## config.mk

```make
export PLATFORM = sky130hd
export DESIGN_NAME = multiphase_clockgen
export DESIGN_NICKNAME = d
export VERILOG_FILES = /design/src/rtl/clockgen_pkg.sv /design/src/rtl/multiphase_clockgen.sv
export SDC_FILE = /design/constraint.sdc
export NUM_CORES = 1
export LEC_CHECK = 0
export ABC_AREA = 1
export ABC_CLOCK_PERIOD_IN_PS = 3400
export CAP_MARGIN = 15
export CORE_MARGIN = 2
export CORE_UTILIZATION = 57
export CTS_CLUSTER_DIAMETER = 40
export CTS_CLUSTER_SIZE = 12
export DETAILED_ROUTE_END_ITERATION = 6
export HOLD_SLACK_MARGIN = 0.06
export PLACE_DENSITY = 0.91
export SLEW_MARGIN = 10
export SYNTH_ARGS = -nofsm -noshare
export SYNTH_HDL_FRONTEND = slang
export SYNTH_SLANG_ARGS = --single-unit
```

## constraint.sdc

```tcl
create_clock -name clk12 -period 3.4 [get_ports clk12]
set_input_delay 0.34 -clock clk12 [delete_from_list [all_inputs] [get_ports clk12]]
set_output_delay 0.34 -clock clk12 [all_outputs]
set_load 0.005 [all_outputs]
```

## src/rtl/clockgen_pkg.sv

```systemverilog
// Shared definitions for the multi-phase clock-enable generator:
// FSM state encoding and a constant-width helper.
package clockgen_pkg;

    localparam logic [1:0] ST_IDLE   = 2'd0;
    localparam logic [1:0] ST_ACTIVE = 2'd1;
    localparam logic [1:0] ST_DEAD   = 2'd2;
    localparam logic [1:0] ST_HOLD   = 2'd3;

    typedef enum logic [1:0] {
        IDLE   = ST_IDLE,
        ACTIVE = ST_ACTIVE,
        DEAD   = ST_DEAD,
        HOLD   = ST_HOLD
    } state_e;

    function automatic int clog2(input int value);
        int result;
        result = 0;
        for (int r = 0; r < 31; r++) begin
            if ((1 << r) < value) begin
                result = r + 1;
            end
        end
        return result;
    endfunction

endpackage

```

## src/rtl/multiphase_clockgen.sv

```systemverilog
// Non-overlapping NPHASE clock-enable generator with programmable phase width,
// optional dead time, slot-boundary wait-state hold and run enable.
//
// state  | meaning
// IDLE   | stopped, phi = 0, div_q tracks div
// ACTIVE | phi[phi_idx] high for div_q+1 clocks
// DEAD   | GAP dead clocks after the active window, phi = 0
// HOLD   | wait state, phi = 0, phi_idx already names the next phase
module multiphase_clockgen
    import clockgen_pkg::*;
#(
    parameter int NPHASE = 4,
    parameter int DIVW   = 4,
    parameter int GAP    = 0,
    localparam int IW    = (clog2(NPHASE) > 0) ? clog2(NPHASE) : 1
) (
    input  logic              clk12,
    input  logic              reset,
    input  logic              en,
    input  logic              hold,
    input  logic [DIVW-1:0]   div,
    output logic [NPHASE-1:0] phi,
    output logic [IW-1:0]     phi_idx,
    output logic              cycle_start,
    output logic              phase_start,
    output logic              holding
);

    localparam int GW = clog2(GAP + 1);
    localparam int CW = (DIVW > GW) ? DIVW : GW;
    localparam logic [IW-1:0] LAST_IDX = IW'(NPHASE - 1);
    localparam logic [CW-1:0] GAP_TC   = CW'((GAP > 0) ? GAP - 1 : 0);

    state_e            state_q, state_d;
    logic [CW-1:0]     cnt_q, cnt_d;
    logic [IW-1:0]     idx_q, idx_d;
    logic [DIVW-1:0]   div_q, div_d;
    logic [NPHASE-1:0] phi_q, phi_d;
    logic              cycle_start_q, cycle_start_d;
    logic              phase_start_q, phase_start_d;
    logic              holding_q, holding_d;

    logic [IW-1:0]     idx_next;
    logic              boundary;
    logic              launch;
    logic [IW-1:0]     launch_idx;

    function automatic logic [NPHASE-1:0] onehot(input logic [IW-1:0] i);
        return NPHASE'(1) << i;
    endfunction

    always_comb begin
        state_d       = state_q;
        cnt_d         = cnt_q;
        idx_d         = idx_q;
        div_d         = div_q;
        phi_d         = '0;
        cycle_start_d = 1'b0;
        phase_start_d = 1'b0;
        holding_d     = 1'b0;
        boundary      = 1'b0;
        launch        = 1'b0;
        launch_idx    = idx_q;
        idx_next      = (idx_q == LAST_IDX) ? '0 : idx_q + 1'b1;

        case (state_q)
            IDLE: begin
                div_d = div;
                if (en) begin
                    launch     = 1'b1;
                    launch_idx = '0;
                end
            end
            ACTIVE: begin
                if (cnt_q == CW'(div_q)) begin
                    if (GAP == 0) begin
                        boundary = 1'b1;
                    end else begin
                        state_d = DEAD;
                        cnt_d   = '0;
                    end
                end else begin
                    cnt_d = cnt_q + 1'b1;
                    phi_d = onehot(idx_q);
                end
            end
            DEAD: begin
                if (cnt_q == GAP_TC) begin
                    boundary = 1'b1;
                end else begin
                    cnt_d = cnt_q + 1'b1;
                end
            end
            HOLD: begin
                if (hold) begin
                    holding_d = 1'b1;
                end else begin
                    launch = 1'b1;
                end
            end
            default: state_d = IDLE;
        endcase

        // hold only matters on the last clock of a slot
        if (boundary) begin
            idx_d = idx_next;
            cnt_d = '0;
            if (hold) begin
                state_d   = HOLD;
                holding_d = 1'b1;
            end else begin
                launch     = 1'b1;
                launch_idx = idx_next;
            end
        end

        if (launch) begin
            state_d       = ACTIVE;
            idx_d         = launch_idx;
            cnt_d         = '0;
            phi_d         = onehot(launch_idx);
            phase_start_d = 1'b1;
            if (launch_idx == '0) begin
                cycle_start_d = 1'b1;
                div_d         = div;
            end
        end

        if (!en) begin
            state_d       = IDLE;
            cnt_d         = '0;
            idx_d         = '0;
            phi_d         = '0;
            cycle_start_d = 1'b0;
            phase_start_d = 1'b0;
            holding_d     = 1'b0;
        end
    end

    always_ff @(posedge clk12) begin
        if (reset) begin
            state_q       <= IDLE;
            cnt_q         <= '0;
            idx_q         <= '0;
            div_q         <= div;
            phi_q         <= '0;
            cycle_start_q <= 1'b0;
            phase_start_q <= 1'b0;
            holding_q     <= 1'b0;
        end else begin
            state_q       <= state_d;
            cnt_q         <= cnt_d;
            idx_q         <= idx_d;
            div_q         <= div_d;
            phi_q         <= phi_d;
            cycle_start_q <= cycle_start_d;
            phase_start_q <= phase_start_d;
            holding_q     <= holding_d;
        end
    end

    assign phi         = phi_q;
    assign phi_idx     = idx_q;
    assign cycle_start = cycle_start_q;
    assign phase_start = phase_start_q;
    assign holding     = holding_q;

endmodule

```

==> results of run 1 <==
-- critical path, delay by kind of cell (launching register included) --
family	cells	cell delay (ns)
AO/OA/AOI/OAI	2	0.36
adder cells (fa/ha/maj)	1	0.45
buffers and inverters	1	0.08
flip-flops	1	0.37
AND/OR/NAND/NOR	4	0.65
-- worst min path at each step --
stage / startpoint / endpoint / slack (ns) / depth (start not counted)
after floorplan: div[0] / div_q[0]$_DFF_P_ / 0.44 / 2
after detailed placement: cnt_q[3]$_SDFFE_PP0P_ / cnt_q[3]$_SDFFE_PP0P_ / 0.49 / 1
after global routing: div_q[1]$_DFF_P_ / div_q[1]$_DFF_P_ / 0.54 / 2
after global placement: cnt_q[3]$_SDFFE_PP0P_ / cnt_q[3]$_SDFFE_PP0P_ / 0.48 / 1
after CTS: div_q[2]$_DFF_P_ / div_q[2]$_DFF_P_ / 0.51 / 2
final: cnt_q[3]$_SDFFE_PP0P_ / cnt_q[3]$_SDFFE_PP0P_ / 0.51 / 1
-- where the power goes --
group          total (uW)  switching, uW  leakage (uW)  internal (uW)
registers             235           4.85      0.000155            230
logic                76.0           47.0      0.000412           29.1
clock network         115           69.4     0.0000150           45.7
total                 426            121      0.000582            305
-- metal layers --
layer | global-route usage, % | vias up | wire (um)
met2 | 43.15 | 45 | 1204
met4 | 8.571 | 0 | 54
met1 | 27.41 | 489 | 1087
met5 | 0 | - | 0
met3 | 2.761 | 9 | 127
li1 | - | 542 | -
-- logic make-up (layout without fill, tap and decap cells) --
kind of cell / Yosys count / after routing / share of synthesized area [%]
adder cells (fa/ha/maj): 10 / 10 / 10.83
buffers and inverters: 24 / 42 / 8.125
flip-flops: 19 / 19 / 32.94
AO/OA/AOI/OAI: 20 / 20 / 10.29
XOR/XNOR: 1 / 1 / 0.7585
AND/OR/NAND/NOR: 84 / 84 / 37.05
-- metrics by stage --
stage | util, % | hold WS [ns] | cells | setup WS, ns | power [uW]
after global routing | 70.36 | 0.5422 | 203 | 1.245 | 446.1
final | 70.36 | 0.5054 | 203 | 1.410 | 426.3
after global placement | 69.01 | 0.4763 | 199 | 1.480 | 312.7
after CTS | 70.36 | 0.5125 | 203 | 1.388 | 427.5
after floorplan | - | 0.4431 | 158 | 1.614 | 290.6
after detailed placement | 69.01 | 0.4866 | 199 | 1.409 | 315.8
-- cell usage in the layout (no fill, tap or decap), types with 3 or more instances in the layout --
cell type / n
nand2_1: 44
dfxtp_1: 19
ha_1: 10
inv_2: 3
nand4_1: 6
nand3_1: 10
a21oi_1: 10
inv_1: 18
o21ai_0: 6
nand2_4: 3
nand3_4: 3
nor2_1: 9
nor2_2: 3
nand2_2: 4
clkbuf_4: 3
clkdlybuf4s50_1: 16
-- flip-flops by register name, indices dropped and copies added (netlist names) --
| name | cells |
|---|---|
| cnt_q | 4 |
| cycle_start | 1 |
| div_q | 4 |
| holding | 1 |
| phase_start | 1 |
| phi | 4 |
| phi_idx | 2 |
| state_q | 2 |
-- area by class of cell --
type | count | area, um2
multi-input cells | 115 | 680.7
flip-flops and latches | 19 | 380.4
fillers | 175 | 575.6
well taps | 27 | 33.78
clock buffers | 4 | 26.28
repair buffers | 16 | 160.2
inverters | 22 | 85.08
==> metrics, run 1 <==
status finished clean; post-CTS setup repair buffer count 0; total wire length 2473 um; Global Route Usage Sum 23.34%; Max stage delay cell, worst path ha_1; most frequent cells after synthesis nand2_1, dfxtp_1, inv_1; fin. max-slew vios 0; Unique masters post-synth 24; clk slew on worst S/H paths 0.11 ns; CTS sink cnt 19; Die Span Y 49.01 um; post_cts resized 0; RSZ-0062 raised after global routing false; Worst Path Arrival 2.22 ns; Worst R2R Start state_q[0]$_SDFFE_PP0P_; Inserted Clock Buffers 3; final hold violations 0; Final setup viols 0; pin count of the biggest net entering global routing 12; first-pass GRT wire length 4443 um; hold crit path type reg2reg; Detailed Place HPWL 1939 um; fraction of registers with async set or reset after synthesis 0%; placed cell area 0.001340 mm2; number of H-tree levels 1; Net Count, Synth 176; ANT nets after route 0; top cell type's share of synthesized area 32.94%; initial core utilization 59.47%; # diodes 0; row count 16; Finished Cell Area 0.001366 mm2; number of synthesized flops with an enable pin 0; cells after synthesis 158; Yosys warnings 0; full die area 0.002402 mm2; clock skew 0.006076 ns; number of synthesized register bits 19; Layout area overhead 18.31%; CTS root buffer clkbuf_4; most numerous cell in the Yosys netlist nand2_1; Via density 5.345; Setup crit start state_q[0]$_SDFFE_PP0P_; register area share after synthesis 32.94%; DRC 0; endpoint class of the critical path register; Max-Cap Viols 0; CP max FO 8; gpl congestion 0.9514; Crit path required time 3.63 ns; GR Overflow Total 0; Worst Setup EP phi[1]$_SDFF_PP0_; Max-slew headroom 73.38%; Final TNS setup 0 ns; initial antenna violation count 0; FF-to-FF setup slack 1.41 ns; crit path launch type register; worst reg2reg endpoint phi[1]$_SDFF_PP0_; post-route clock period utilization 58.54%; slew of the pin with the lowest slew margin 0.3983 ns; nets 195; Main synth FF type dfxtp_1; drt pass-1 iters 4; vias 1085; Clock Tree Buf Depth 2; syn avg cell area 7.309 um2; Core Region 0.001942 mm2; Peak supply drop 0.0002303 V; top cells by area, synth dfxtp_1, nand2_1, ha_1; # hold bufs at CTS 0; share of cells above drive strength 1 12.50%; largest area contributor in the netlist dfxtp_1; Wirelength per Cell 12.18 um; CP max stage delay 0.45 ns; number of port buffers 16; Ports 17; P per Cell Area 312.0 mW/mm2; LEAKAGE 0.0005824 uW; Worst Path Class, Setup reg2reg; Iter 0 DRT Violations 68; r2r worst-path depth 8; Final Critical Period 1.990 ns; TritonCTS clock tree yes; Die Wd 49.01 um; worst-skew pair later-pin latency 0.30 ns; number of global-route vias before repair 1022; mapped cell area 0.001155 mm2; worst-path cell chain inv_1 > ha_1 > and2_1 > a21oi_4 > nand2_4 > nor2_2 > nand2_1 > a21oi_1; Achievable Freq 0.5024 GHz
No activity file was read; power rests on OpenSTA's default activity.
==> inputs of run 2 (changes only) <==
--- a/config.mk
+++ b/config.mk
@@ -6,15 +6,15 @@
 export NUM_CORES = 1
 export LEC_CHECK = 0
 export ABC_AREA = 1
-export ABC_CLOCK_PERIOD_IN_PS = 3400
+export ABC_CLOCK_PERIOD_IN_PS = 1700
 export CAP_MARGIN = 15
 export CORE_MARGIN = 2
-export CORE_UTILIZATION = 57
+export CORE_UTILIZATION = 48
 export CTS_CLUSTER_DIAMETER = 40
 export CTS_CLUSTER_SIZE = 12
 export DETAILED_ROUTE_END_ITERATION = 6
 export HOLD_SLACK_MARGIN = 0.06
-export PLACE_DENSITY = 0.91
+export PLACE_DENSITY = 0.83
 export SLEW_MARGIN = 10
 export SYNTH_ARGS = -nofsm -noshare
 export SYNTH_HDL_FRONTEND = slang
==> constraint.sdc (replaced) <==
create_clock -name clk12 -period 1.7 [get_ports clk12]
set_input_delay 0.17 -clock clk12 [delete_from_list [all_inputs] [get_ports clk12]]
set_output_delay 0.17 -clock clk12 [all_outputs]
set_load 0.005 [all_outputs]
==> metrics, run 2 (synthesis gave the netlist of run 1 again) <==
cell-internal power 636.4 uW; Wirelength per Cell 12.22 um; share of cells above drive strength 1 27.89%; Die Span Y 53.05 um; Final TNS setup 0 ns; number of port buffers 16; worst-path cell chain buf_4 > ha_1 > nand2_1 > nand2_1 > nor2_2 > a21oi_4 > buf_4 > inv_1 > nand2_1 > a31oi_1; Final Critical Period 1.636 ns; full die area 0.002814 mm2; initial antenna violation count 0; Worst Path Class, Setup reg2reg; Inserted Clock Buffers 3; vias 1115; CTS root buffer clkbuf_4; Clock Tree Buf Depth 2; placed cell area 0.001411 mm2; M1 GR Usage 26.30%; # diodes 0; ANT nets after route 0; Max-Cap Viols 0; Worst Path Arrival 1.87 ns; CP max stage delay 0.35 ns; CTS sink cnt 19; final hold violations 0; status finished clean; Peak supply drop 0.0003971 V; Max stage delay cell, worst path dfxtp_2; Clock power frac 26.2%; Layout area overhead 34.34%; Ports 17; nets 209; register share of total power 52.3%; drt pass-1 iters 4; RSZ-0062 raised after global routing true; slew of the pin with the lowest slew margin 0.2493 ns; fin. max-slew vios 0; hold crit path type in2reg; TritonCTS clock tree yes; initial core utilization 51.71%; P per Cell Area 578.5 mW/mm2; Detailed Place HPWL 2030 um; endpoint class of the critical path register; CP max FO 4; Crit path required time 1.94 ns; clock skew 0.004539 ns; row count 17; Iter 0 DRT Violations 18; pin count of the biggest net entering global routing 11; Achievable Freq 0.6112 GHz; NetSw 261.1 uW; number of global-route vias before repair 1049; Max-slew headroom 83.34%; Crit path top cell by count nand2_1; post-route clock period utilization 96.25%; LEAKAGE 0.0006640 uW; sw frac 29.09%; GR Overflow Total 0; Via density 5.115; Finished Cell Area 0.001551 mm2; most common cell after layout, fill and taps aside nand2_1; Core Region 0.002233 mm2; crit path launch type register; total wire length 2664 um; most frequent cells in the layout nand2_1, inv_1, clkdlybuf4s50_1; M3 GR Usage 3.390%; DRC 0; Die Wd 53.05 um; Global Route Usage Sum 21.21%; most crowded layer after global routing met2; clk slew on worst S/H paths 0.11 ns; GR Util met2 36.46%; Final setup viols 0; gpl congestion 0.8717; first-pass GRT wire length 4381 um; worst-skew pair later-pin latency 0.31 ns; Comb power frac 21.5%; number of H-tree levels 1
run 2: area by class of cell:
class                      count  area, um2
multi-input combinational    115      743.2
tap                           28      35.03
clock buffer                   4      26.28
inverter                      22      90.09
fill                         181      681.9
sequential                    19      391.6
timing repair buffer          30      265.3
run 2: repair_timing:
item	4_1_cts	5_1_grt
hold buffers	0	0
gates cloned	0	0
setup endpoints to repair	4	11
buffers inserted	1	4
resized for setup	6	18
pin swaps	2	9
run 2: per-stage QoR:
stage	hold slack (ns)	worst slack [ns]	instances	utilization [%]	total power, uW
detailed placement	0.4944	-0.07986	209	63.19	641.3
finish	0.3989	0.06381	218	69.47	897.6
floorplan	0.2731	0.01837	158	-	585.0
global route	0.3981	-0.09834	218	69.47	940.8
CTS	0.4071	0.01004	214	65.60	874.0
global placement	0.4775	-0.01146	209	63.19	634.9
run 2: metal layers:
metal  vias to the layer above  wire length [um]
li1                        569                 -
met1                       509              1167
met2                        35              1330
met3                         2               139
met4                         0                27
met5                         -                 0
run 2: final timing paths:
check | cells after the start | slack, ns | to | from
max | 10 | 0.06 | phi_idx[1]$_SDFFE_PP0P_ | state_q[0]$_SDFFE_PP0P_
min | 3 | 0.40 | div_q[2]$_DFF_P_ | div[2]
max reg2reg | 10 | 0.06 | phi_idx[1]$_SDFFE_PP0P_ | state_q[0]$_SDFFE_PP0P_
min reg2reg | 1 | 0.47 | cnt_q[3]$_SDFFE_PP0P_ | cnt_q[3]$_SDFFE_PP0P_
run 2: power by group through the flow:
stage                     combinational (uW)  sequential, uW  clock [uW]
after floorplan                          107             478           0
after global placement                   155             480           0
after detailed placement                 161             480           0
after CTS                                167             471         236
after global routing                     212             472         256
final                                    193             470         235
run 2: critical path, delay by kind of cell (launching register included):
kind	cells	cell delay [ns]
fa+ha+maj	1	0.21
simple gates	4	0.32
buf+inv	3	0.43
flops	1	0.35
compound gates	2	0.25
==> inputs of run 3 (changes only) <==
--- a/config.mk
+++ b/config.mk
@@ -15,6 +15,7 @@
 export DETAILED_ROUTE_END_ITERATION = 6
 export HOLD_SLACK_MARGIN = 0.06
 export PLACE_DENSITY = 0.83
+export SETUP_SLACK_MARGIN = 0.02
 export SLEW_MARGIN = 10
 export SYNTH_ARGS = -nofsm -noshare
 export SYNTH_HDL_FRONTEND = slang
==> metrics, run 3 (synthesis gave the netlist of run 1 again) <==
status finished clean; endpoint class of the critical path register; Max stage delay cell, worst path dfxtp_4; Inserted Clock Buffers 3; Via density 5.329; Final Critical Period 1.674 ns; Core Region 0.002233 mm2; GR Overflow Total 0; Worst Path Class, Setup reg2reg; most frequent cells in the layout nand2_1, buf_4, clkdlybuf4s50_1; P per Cell Area 565.2 mW/mm2; row count 17; r2r worst-path depth 9; DRC 0; worst-path cell chain inv_4 > ha_4 > nand4_1 > and2_4 > a21oi_4 > buf_4 > inv_1 > nand2_1 > a21oi_1; pin count of the biggest net entering global routing 11; vias 1183; TritonCTS clock tree yes; Iter 0 DRT Violations 63; Final setup viols 0; gpl congestion 0.9155; drt pass-1 iters 4; CP max FO 4; Max-Cap Viols 0; CTS sink cnt 19; worst setup margin 0.02648 ns; worst reg2reg endpoint cnt_q[2]$_SDFFE_PP0P_; number of global-route vias before repair 1027; final hold violations 0; hold crit path type in2reg; fin. max-slew vios 0; worst-skew pair later-pin latency 0.32 ns; Filler cells 158; # diodes 0; Worst R2R Start cnt_q[1]$_SDFFE_PP0P_; # hold bufs at CTS 0; nets 213; Clock Tree Buf Depth 2; pre-CTS WS -0.05531 ns; Achievable Freq 0.5975 GHz; Die Wd 53.05 um; slew of the pin with the lowest slew margin 0.2673 ns; Setup crit start cnt_q[1]$_SDFFE_PP0P_; initial core utilization 51.71%; fin util 73.28%; number of port buffers 16; CP max stage delay 0.38 ns; Peak supply drop 0.0003733 V; clock skew 0.006091 ns; LEAKAGE 0.0006926 uW; Worst Setup EP cnt_q[2]$_SDFFE_PP0P_; clk slew on worst S/H paths 0.10 ns; Multi-input gate area 787.0 um2; ANT nets after route 0; Wirelength per Cell 14.39 um; RSZ-0062 raised after global routing true; Ports 17; initial antenna violation count 0; first-pass GRT wire length 4243 um; FF-to-FF setup slack 0.03 ns; Reg area 400.4 um2; Die Span Y 53.05 um; full die area 0.002814 mm2; crit path launch type register; share of cells above drive strength 1 34.02%; Layout area overhead 41.71%; Hold Crit Start div[1]; Global Route Usage Sum 20.32%; post-route clock period utilization 98.44%; CTS root buffer clkbuf_4; most common cell after layout, fill and taps aside nand2_1; total wire length 3194 um; Detailed Place HPWL 1993 um; number of H-tree levels 1; Max-slew headroom 81.99%; Worst Path Arrival 1.87 ns; Crit path required time 1.90 ns
[run 3: cell type report]
cell class                 count  area share [%]
multi-input combinational    115           48.09
sequential                    19           24.46
timing repair buffer          34           18.04
inverter                      22           5.657
tap                           28           2.141
clock buffer                   4           1.606
[run 3: power breakdown]
group / total [uW] / switching, uW / internal, uW
combinational: 213 / 118 / 95.4
sequential: 471 / 11.8 / 459
clock: 241 / 149 / 92.0
[run 3: metrics by stage]
stage / instances / TNS, ns / instance area (um2) / total power [uW] / hold slack, ns
2_1_floorplan: 158 / 0 / 1166 / 584.5 / 0.2731
3_3_place_gp: 208 / 0 / 1404 / 632.4 / 0.4730
3_5_place_dp: 208 / -0.1777 / 1404 / 636.9 / 0.4842
4_1_cts: 212 / 0 / 1438 / 868.9 / 0.4139
5_1_grt: 222 / -0.3668 / 1637 / 969.3 / 0.4009
6_report: 222 / 0 / 1637 / 925.0 / 0.3943
[run 3: layer usage]
| layer | part of all wire (%) | vias up | GRT usage [%] |
|---|---|---|---|
| met2 | 50 | 52 | 34.38 |
| met3 | 6.0 | 11 | 2.825 |
| li1 | - | 577 | - |
| met4 | 2.8 | 0 | 10.68 |
| met1 | 41 | 543 | 24.74 |
| met5 | 0 | - | 0 |
[run 3: timing repair]
item                                    in CTS  in global routing
endpoints found under the setup margin       5                 11
hold endpoints to repair                     0                  0
pin swaps                                    0                 14
cloned                                       0                  0
gates resized for setup                      4                 35
setup buffers                                0                 10
[run 3: how the worst min path moves through the flow]
stage	depth (start not counted)	end	slack (ns)
after floorplan	2	div_q[0]$_DFF_P_	0.27
after global placement	1	cnt_q[3]$_SDFFE_PP0P_	0.47
after detailed placement	1	cnt_q[3]$_SDFFE_PP0P_	0.48
after CTS	3	div_q[1]$_DFF_P_	0.41
after global routing	3	div_q[1]$_DFF_P_	0.40
final	3	div_q[1]$_DFF_P_	0.39
[run 3: critical path, delay by kind of cell, from the launching register on]
| kind | cells | cell delay [ns] |
|---|---|---|
| and+or+nand+nor | 3 | 0.47 |
| DFF | 1 | 0.38 |
| buffers and inverters | 3 | 0.30 |
| AOI/OAI and AO/OA | 2 | 0.28 |
| adders and majority gates | 1 | 0.12 |
